File: src/rtl/clk_set_ctrl.sv
// Time-setting controller: RUN/SET/FIX mode FSM, per-digit BCD edit with limits,
// hour-digit clamp sequence, and blink mask generation for the edited position.
module clk_set_ctrl #(
  parameter logic [25:0] CNT_BLINK_MAX = 26'd24_999_999,
  parameter logic [3:0]  DIGIT_MAX_S_H = 4'd5,
  parameter logic [3:0]  DIGIT_MAX_M_H = 4'd5,
  parameter logic [3:0]  DIGIT_MAX_H_H = 4'd2
) (
  input  logic       clk,
  input  logic       rst_n,
  input  logic       key_mode,
  input  logic       key_shift,
  input  logic       key_inc,
  output logic       work_en,
  output logic [2:0] set_pos,
  output logic [3:0] set_data,
  output logic       set_flag,
  output logic [5:0] blink_pos
);

  typedef enum logic [1:0] {
    ST_RUN = 2'd0,
    ST_SET = 2'd1,
    ST_FIX = 2'd2
  } state_t;

  typedef logic [5:0][3:0] digits_t;

  state_t      state_r, state_nxt_s;
  logic [1:0]  fix_step_r, fix_step_nxt_s;
  digits_t     digit_r, digit_nxt_s;
  logic [25:0] blink_cnt_r, blink_cnt_nxt_s;
  logic        blink_phase_r, blink_phase_nxt_s;
  logic        work_en_nxt_s;
  logic [2:0]  set_pos_nxt_s;
  logic [3:0]  set_data_nxt_s;
  logic        set_flag_nxt_s;
  logic [5:0]  blink_pos_nxt_s;
  logic [3:0]  cur_digit_s;
  logic [3:0]  new_digit_s;

  function automatic logic [3:0] get_digit(input digits_t d, input logic [2:0] pos);
    case (pos)
      3'd0:    get_digit = d[0];
      3'd1:    get_digit = d[1];
      3'd2:    get_digit = d[2];
      3'd3:    get_digit = d[3];
      3'd4:    get_digit = d[4];
      3'd5:    get_digit = d[5];
      default: get_digit = 4'd0;
    endcase
  endfunction

  function automatic digits_t put_digit(input digits_t d, input logic [2:0] pos,
                                        input logic [3:0] v);
    put_digit = d;
    case (pos)
      3'd0:    put_digit[0] = v;
      3'd1:    put_digit[1] = v;
      3'd2:    put_digit[2] = v;
      3'd3:    put_digit[3] = v;
      3'd4:    put_digit[4] = v;
      3'd5:    put_digit[5] = v;
      default: put_digit = d;
    endcase
  endfunction

  // h_l is limited to 3 only when the hour tens digit reads 2 (20..23 h)
  function automatic logic [3:0] digit_max(input logic [2:0] pos, input logic [3:0] h_h);
    case (pos)
      3'd0:    digit_max = 4'd9;
      3'd1:    digit_max = DIGIT_MAX_S_H;
      3'd2:    digit_max = 4'd9;
      3'd3:    digit_max = DIGIT_MAX_M_H;
      3'd4:    digit_max = (h_h == 4'd2) ? 4'd3 : 4'd9;
      3'd5:    digit_max = DIGIT_MAX_H_H;
      default: digit_max = 4'd9;
    endcase
  endfunction

  assign cur_digit_s = get_digit(digit_r, set_pos);
  assign new_digit_s = (cur_digit_s >= digit_max(set_pos, digit_r[5])) ? 4'd0
                                                                      : cur_digit_s + 4'd1;

  // FSM state register
  always_ff @(posedge clk or negedge rst_n) begin
    if (!rst_n) begin
      state_r    <= ST_RUN;
      fix_step_r <= 2'd0;
    end else begin
      state_r    <= state_nxt_s;
      fix_step_r <= fix_step_nxt_s;
    end
  end

  // Next-state, digit editing, blink timing and output values
  always_comb begin
    state_nxt_s       = state_r;
    fix_step_nxt_s    = fix_step_r;
    digit_nxt_s       = digit_r;
    blink_cnt_nxt_s   = blink_cnt_r;
    blink_phase_nxt_s = blink_phase_r;
    work_en_nxt_s     = work_en;
    set_pos_nxt_s     = set_pos;
    set_data_nxt_s    = set_data;
    set_flag_nxt_s    = 1'b0;

    if (state_r != ST_RUN) begin
      if (blink_cnt_r == CNT_BLINK_MAX) begin
        blink_cnt_nxt_s   = 26'd0;
        blink_phase_nxt_s = ~blink_phase_r;
      end else begin
        blink_cnt_nxt_s = blink_cnt_r + 26'd1;
      end
    end else begin
      blink_cnt_nxt_s = blink_cnt_r;
    end

    case (state_r)
      ST_RUN: begin
        work_en_nxt_s = 1'b1;
        if (key_mode) begin
          state_nxt_s       = ST_SET;
          work_en_nxt_s     = 1'b0;
          set_pos_nxt_s     = 3'd0;
          digit_nxt_s       = '0;
          blink_cnt_nxt_s   = 26'd0;
          blink_phase_nxt_s = 1'b1;
        end else begin
          state_nxt_s = ST_RUN;
        end
      end
      ST_SET: begin
        if (key_mode) begin
          state_nxt_s   = ST_RUN;
          work_en_nxt_s = 1'b1;
        end else if (key_shift) begin
          set_pos_nxt_s     = (set_pos == 3'd5) ? 3'd0 : set_pos + 3'd1;
          blink_cnt_nxt_s   = 26'd0;
          blink_phase_nxt_s = 1'b1;
        end else if (key_inc) begin
          digit_nxt_s    = put_digit(digit_r, set_pos, new_digit_s);
          set_data_nxt_s = new_digit_s;
          set_flag_nxt_s = 1'b1;
          if ((set_pos == 3'd5) && (new_digit_s == 4'd2) && (digit_r[4] > 4'd3)) begin
            state_nxt_s    = ST_FIX;
            fix_step_nxt_s = 2'd0;
          end else begin
            state_nxt_s = ST_SET;
          end
        end else begin
          state_nxt_s = ST_SET;
        end
      end
      // Keys are dropped here: one quiet cycle, the h_l clamp strobe, then back to h_h
      ST_FIX: begin
        case (fix_step_r)
          2'd0: begin
            fix_step_nxt_s = 2'd1;
          end
          2'd1: begin
            digit_nxt_s    = put_digit(digit_r, 3'd4, 4'd3);
            set_pos_nxt_s  = 3'd4;
            set_data_nxt_s = 4'd3;
            set_flag_nxt_s = 1'b1;
            fix_step_nxt_s = 2'd2;
          end
          2'd2: begin
            set_pos_nxt_s  = 3'd5;
            fix_step_nxt_s = 2'd0;
            state_nxt_s    = ST_SET;
          end
          default: begin
            fix_step_nxt_s = 2'd0;
            state_nxt_s    = ST_SET;
          end
        endcase
      end
      default: begin
        state_nxt_s    = ST_RUN;
        fix_step_nxt_s = 2'd0;
        work_en_nxt_s  = 1'b1;
      end
    endcase

    if ((state_nxt_s != ST_RUN) && blink_phase_nxt_s) begin
      blink_pos_nxt_s = 6'd1 << set_pos_nxt_s;
    end else begin
      blink_pos_nxt_s = 6'd0;
    end
  end

  // Datapath and registered outputs
  always_ff @(posedge clk or negedge rst_n) begin
    if (!rst_n) begin
      digit_r       <= '0;
      blink_cnt_r   <= 26'd0;
      blink_phase_r <= 1'b0;
      work_en       <= 1'b1;
      set_pos       <= 3'd0;
      set_data      <= 4'd0;
      set_flag      <= 1'b0;
      blink_pos     <= 6'd0;
    end else begin
      digit_r       <= digit_nxt_s;
      blink_cnt_r   <= blink_cnt_nxt_s;
      blink_phase_r <= blink_phase_nxt_s;
      work_en       <= work_en_nxt_s;
      set_pos       <= set_pos_nxt_s;
      set_data      <= set_data_nxt_s;
      set_flag      <= set_flag_nxt_s;
      blink_pos     <= blink_pos_nxt_s;
    end
  end

endmodule

File: config.mk
export PLATFORM = sky130hd
export DESIGN_NAME = clk_set_ctrl
export DESIGN_NICKNAME = d
export VERILOG_FILES = /design/src/rtl/clk_set_ctrl.sv
export SDC_FILE = /design/constraint.sdc
export NUM_CORES = 1
export LEC_CHECK = 0
export CAP_MARGIN = 30
export CORE_MARGIN = 3
export CORE_UTILIZATION = 40
export CTS_BUF_LIST = sky130_fd_sc_hd__clkbuf_8
export DETAILED_ROUTE_END_ITERATION = 8
export GPL_TIMING_DRIVEN = 0
export PLACE_DENSITY = 0.61
export SKIP_LAST_GASP = 1
export SLEW_MARGIN = 20
export SYNTH_ARGS = -nofsm -noshare
export SYNTH_HDL_FRONTEND = slang
export SYNTH_SLANG_ARGS = --single-unit
File: constraint.sdc
create_clock -name clk -period 9.8 [get_ports clk]
set_input_delay 1.47 -clock clk [delete_from_list [all_inputs] [get_ports clk]]
set_output_delay 1.47 -clock clk [all_outputs]
set_load 0.01 [all_outputs]
==> flow_summary.ini, run 1 <==
[placement]
io_buffers = 19
place_ws_ns = 5.47
gp_congestion = 0.909
hpwl_mm = 6.33

[global_routing]
grt-ovfl-total = 0
grt_max_degree = 58
grt_antenna_before_repair = 0
grtUsageTotal_pct = 17.0
grt_pass1_wl_mm = 14.6
grt_pass1_vias = 2976

[sta]
fin_tns_setup_ns = 0
drv_slew = 0
fin_crit_ns = 4.39
rsz0062_at_grt = false
fin_ws_ns = 5.41
worstMarginPinSlew_ns = 0.821
hold_violations = 0
slew-limit-headroom_pct = 44.6
finalSetupViolations = 0
period_share_pct = 44.8
fmax_ghz = 0.228
fin_skew_ns = 0.0114

[floorplan]
start_util_pct = 41.4
dieArea_um2 = 10800
io_pins = 20
dieWidth_um = 104
die_y_um = 104
rows = 35
core_area_um2 = 9280

[detailed_routing]
ant_nets = 0
drt_iter0_drc = 225
via_per_inst = 5.34
drcViolationCount = 0
vias = 2929
routed_wl_mm = 8.60
wl_per_cell_um = 15.7
firstDrtPassIters = 5

[finish]
drive_above_1_share_pct = 15.5
diodes = 0
areaGrowthSynthToFinish_pct = 15.7
fillers = 859
nets = 435

[clock_tree]
clock_tree.root_cell = clkbuf_8
cts_buffer_depth = 2
cts_setup_buffers = 0
holdBufCountCts = 0
cts.htree.levels = 3
cts_buffers = 9
clk_pin_slew_ns = 0.09
clkLatencyLatePin_ns = 0.36
cts_resized = 0
clock_sinks = 70
cts_tree = yes

[yosys]
yosysWarningCount = 0
ys_types = 57
synthTopCellsByArea = dfrtp_1 (45%), mux2_2 (7.0%), ha_1 (4.9%)
yosys.cell_count.top_type = dfrtp_1
ys.flop_type = dfrtp_1
synth_top_cell_area_share_pct = 44.9
syn_nets = 404
synth-edff-count = 0
synth_cells = 384
ys_seq_area_share_pct = 45.6
avgSynthCellArea_um2 = 10.0
synthTopCellsByCount = dfrtp_1 (69), nor2_1 (45), nand2_1 (28), mux2_2 (24), inv_1 (18)
synth-seq-cells = 70
async_flop_share_pct = 100
syn_area_um2 = 3850
synth_top_area_cell = dfrtp_1

[critical_path]
slowest_stage = a2111oi_2
worstPathMaxFanout = 10
start_kind = register
r2r_cells = 16
rrSetupSlack_ns = 5.41
worstReg2RegStart = set_pos[0]$_DFF_PN0_
critPathKind = register to register
path_cells = buf_6, clkbuf_1, inv_1, nor2_1, ha_1, and2_1, a2111oi_2, inv_1, ha_1, or2_2, a21oi_1, or2_1, clkbuf_1, nand3_1, nor2b_1, mux2_2
worstPathRequired_ns = 10.10
end_kind = register
arrival_ns = 4.69
slowest_delay_ns = 0.67
timing.rr.end = digit_r[6]$_DFFE_PN0P_

[min_path]
hp-class = register to register
min_from = set_data[2]$_DFFE_PN0P_
holdPathStages = 1
worstHoldEndpoint = set_data[2]$_DFFE_PN0P_

[power]
leakagePower_nw = 1.98
p_per_area_nw_per_um2 = 168
peakVddDrop_uv = 92.0

[job]
cap_violations = 0

[run_status]
run_status = finished clean
[registers in the layout (all words and copies together) (netlist names), 2 cells and up]
register	flops
blink_cnt_r	26
blink_pos	6
digit_r	24
fix_step_r	2
set_data	4
set_pos	3
state_r	2
[area by class of cell]
type,count,area (um2),share of cell area [%]
plain buffers,13,62.6,1.41
repair buffers,20,215,4.84
clock inverters,7,104,2.33
well taps,129,161,3.63
inverters,20,75.1,1.69
multi-input cells,281,1960,43.9
flip-flops and latches,70,1750,39.4
clock buffers,9,124,2.78
[per-layer routing]
layer  vias up  wire length [um]  GRT usage (%)
li1       1408                 -              -
met1      1446              3760           20.9
met2        60              4370           28.5
met3        15               293           4.66
met4         0               170           6.17
met5         -                 0              0
[through the flow]
| step | cell area (um2) | util [%] | hold slack (ns) | std cells | power (mW) |
|---|---|---|---|---|---|
| floorplan | 3850 | - | 0.444 | 384 | 0.428 |
| global placement | 4200 | 45.2 | 0.486 | 532 | 0.479 |
| detailed placement | 4220 | 45.5 | 0.486 | 533 | 0.483 |
| CTS | 4450 | 47.9 | 0.506 | 549 | 0.756 |
| global route | 4450 | 47.9 | 0.521 | 549 | 0.790 |
| finish | 4450 | 47.9 | 0.500 | 549 | 0.746 |
[cells by family (layout without fill, tap and decap cells)]
kind of cell    Yosys count  after routing  synth area share (%)
fa+ha+maj                15             15                  4.88
simple gates            151            151                  21.1
compound gates           59             59                  9.99
xor+xnor                 26             26                  5.92
flops                    70             70                  45.6
buf+inv                  33             69                  3.58
mux                      30             30                  8.91
[how the worst max path moves through the flow]
stage                         startpoint                 endpoint  slack [ns]  cells past startpoint
detailed placement  set_pos[0]$_DFF_PN0_   digit_r[6]$_DFFE_PN0P_        5.47                     16
global placement                   rst_n  digit_r[14]$_DFFE_PN0P_        4.88                      1
floorplan           set_pos[0]$_DFF_PN0_  digit_r[10]$_DFFE_PN0P_        6.22                     16
global route        set_pos[0]$_DFF_PN0_   digit_r[6]$_DFFE_PN0P_        5.10                     16
CTS                 set_pos[0]$_DFF_PN0_   digit_r[6]$_DFFE_PN0P_        5.43                     16
finish              set_pos[0]$_DFF_PN0_   digit_r[6]$_DFFE_PN0P_        5.41                     16
[worst max-delay path: cells and delay by family (launching register included)]
kind	cells	cell delay, ns
AND/OR/NAND/NOR	6	1.36
buffers and inverters	5	0.93
AO/OA/AOI/OAI	2	0.84
adder cells (fa/ha/maj)	2	0.55
flip-flops	1	0.41
multiplexers	1	0.25
[placed cells by master, fill, tap and decap left out, types with 3 or more instances in the layout]
cell	netlist	final
a21oi_1	17	17
a31oi_1	5	5
and2_1	4	4
and3_1	3	3
and3b_1	3	3
buf_2	5	5
clkbuf_1	7	7
clkbuf_8	0	9
clkdlybuf4s50_1	0	18
dfrtp_1	69	69
ha_1	15	15
inv_1	18	18
inv_6	0	4
mux2_2	24	24
mux2i_1	5	5
nand2_1	28	28
nand2b_1	5	5
nand3_1	16	16
nand3b_1	3	3
nand4_1	8	8
nor2_1	45	45
nor2b_1	6	6
nor3_1	5	5
nor3b_1	3	3
nor4b_1	3	3
o21ai_0	17	17
or3_1	4	4
xnor2_1	10	10
xor2_1	16	16
[report_power, final]
| part | internal [mW] | switching, mW | total, mW |
|---|---|---|---|
| combinational | 0.0618 | 0.0867 | 0.148 |
| clock | 0.147 | 0.123 | 0.270 |
| sequential | 0.312 | 0.0157 | 0.328 |
No activity file was read; power rests on OpenSTA's default activity.
==> inputs of run 2 (changes only) <==
--- a/config.mk
+++ b/config.mk
@@ -11,7 +11,7 @@
 export CTS_BUF_LIST = sky130_fd_sc_hd__clkbuf_8
 export DETAILED_ROUTE_END_ITERATION = 8
 export GPL_TIMING_DRIVEN = 0
-export PLACE_DENSITY = 0.61
+export PLACE_DENSITY = 0.63
 export SKIP_LAST_GASP = 1
 export SLEW_MARGIN = 20
 export SYNTH_ARGS = -nofsm -noshare
==> constraint.sdc (replaced) <==
create_clock -name clk -period 3.5 [get_ports clk]
set_input_delay 0.525 -clock clk [delete_from_list [all_inputs] [get_ports clk]]
set_output_delay 0.525 -clock clk [all_outputs]
set_load 0.01 [all_outputs]
==> flow_summary.ini, run 2 (synthesis results as in run 1) <==
[floorplan]
io_pins = 20
core_area_um2 = 9280
start_util_pct = 41.4
die_y_um = 104
rows = 35
dieWidth_um = 104
dieArea_um2 = 10800

[power]
leakagePower_nw = 2.03
peakVddDrop_uv = 236
p_per_area_nw_per_um2 = 447
finalPower_mw = 2.05

[global_routing]
grt-ovfl-total = 0
grt_pass1_wl_mm = 14.9
grt_max_degree = 47
grt_pass1_vias = 3077
grtUsageTotal_pct = 16.8
grt_antenna_before_repair = 0

[critical_path]
rrSetupSlack_ns = 0.22
worstPathRequired_ns = 3.76
worstPathMaxFanout = 10
critPathKind = register to register
timing.rr.end = fix_step_r[1]$_DFFE_PN0P_
worstReg2RegStart = set_pos[1]$_DFF_PN0_
end_kind = register
start_kind = register
arrival_ns = 3.54
r2r_cells = 13

[placement]
gp_congestion = 0.796
place_ws_ns = -0.710
dp.cells = 533
hpwl_mm = 6.24
io_buffers = 19
dpl_cell_area_um2 = 4240

[finish]
finalInstanceArea_um2 = 4580
layout_commonest_cell = dfrtp_1
nets = 442
drive_above_1_share_pct = 19.7
reg_top3 = blink_cnt_r (26), digit_r (24), blink_pos (6)
diodes = 0
areaGrowthSynthToFinish_pct = 19.0
register_area_um2 = 1750
largest_register_ffs = 26
fillers = 869
stdcell_count = 556
multi_input_area_um2 = 2050
top_register = blink_cnt_r
mostFrequentLayoutCells = dfrtp_1 (69), nor2_1 (43), nand2_1 (28)

[sta]
fmax_ghz = 0.305
finalSetupViolations = 0
fin_ws_ns = 0.223
worstMarginPinSlew_ns = 0.712
period_share_pct = 93.6
drv_slew = 0
fin_crit_ns = 3.28
slew-limit-headroom_pct = 51.9
hold_violations = 0
fin_skew_ns = 0.0129

[clock_tree]
clock_sinks = 70
cts_buffers = 9
cts_buffer_depth = 2
clk_pin_slew_ns = 0.07
holdBufCountCts = 0
clock_tree.root_cell = clkbuf_8
clkLatencyLatePin_ns = 0.35
cts_tree = yes
cts.htree.levels = 3

[detailed_routing]
firstDrtPassIters = 4
drcViolationCount = 0
ant_nets = 0
wl_per_cell_um = 15.3
vias = 2872
drt_iter0_drc = 87
via_per_inst = 5.17
routed_wl_mm = 8.51

[job]
cap_violations = 0

[min_path]
hp-class = input pin to async pin

[run_status]
run_status = finished clean
==> run 2: cell types whose count changed in the layout (fill, tap and decap cells not counted), sizes merged <==
cell	before	now
clkinv	1	2
bufinv	2	1
inv	24	22
buf	8	16
clkinvlp	0	1
==> run 2: power by group <==
group	total [mW]	internal (mW)	switching (mW)
Combinational	0.483	0.212	0.271
Sequential	0.918	0.874	0.0439
Clock	0.644	0.341	0.303
==> run 2: final cells by class <==
| type | count | area share, % |
|---|---|---|
| multi-input combinational | 281 | 44.7 |
| sequential | 70 | 38.3 |
| timing repair buffer | 28 | 6.02 |
| tap | 129 | 3.53 |
| clock buffer | 10 | 3.01 |
| inverter | 20 | 1.72 |
| buffer | 12 | 1.50 |
| clock inverter | 6 | 1.20 |
==> run 2: worst max-delay path, stage by stage, from the launching register on <==
cell and delay [ns]:
dfrtp_1 0.38, clkbuf_4 0.24, nand2b_1 0.28, nor2_1 0.15, a2111oi_4 0.39, inv_1 0.09
ha_1 0.29, or2_2 0.30, a21oi_4 0.17, o21ai_2 0.10, nor4b_2 0.21, nand4_1 0.15
a21oi_2 0.23, mux2i_1 0.21
==> run 2: through the flow <==
stage | hold slack, ns | utilization (%) | setup TNS [ns]
after floorplan | 0.229 | - | 0
after CTS | 0.0727 | 48.3 | 0
final | 0.0741 | 49.3 | 0
after global placement | 0.485 | 45.4 | -47.82
after detailed placement | 0.463 | 45.6 | -14.69
after global routing | 0.0823 | 49.3 | -0.0539
==> run 2: what timing repair did <==
action                                  4_1_cts  5_1_grt
endpoints found under the setup margin       31       26
setup buffers                                 3        5
pin swaps                                     4        4
resized for setup                            12       12
==> run 2: worst max path at each step <==
stage	from	endpoint	slack [ns]	cells past startpoint
2_1_floorplan	set_pos[0]$_DFF_PN0_	digit_r[10]$_DFFE_PN0P_	0.03	16
3_3_place_gp	set_pos[0]$_DFF_PN0_	digit_r[2]$_DFFE_PN0P_	-0.64	16
3_5_place_dp	set_pos[0]$_DFF_PN0_	digit_r[2]$_DFFE_PN0P_	-0.71	16
4_1_cts	set_pos[0]$_DFF_PN0_	fix_step_r[1]$_DFFE_PN0P_	0.01	16
5_1_grt	set_pos[2]$_DFF_PN0_	fix_step_r[1]$_DFFE_PN0P_	-0.03	13
6_report	set_pos[1]$_DFF_PN0_	fix_step_r[1]$_DFFE_PN0P_	0.22	13
==> run 2: per-layer routing <==
metal | up-vias | global-route usage (%) | part of all wire [%]
li1 | 1416 | - | -
met1 | 1419 | 20.4 | 44
met2 | 26 | 30.4 | 52
met3 | 11 | 3.41 | 2.4
met4 | 0 | 4.56 | 1.2
met5 | - | 0 | 0
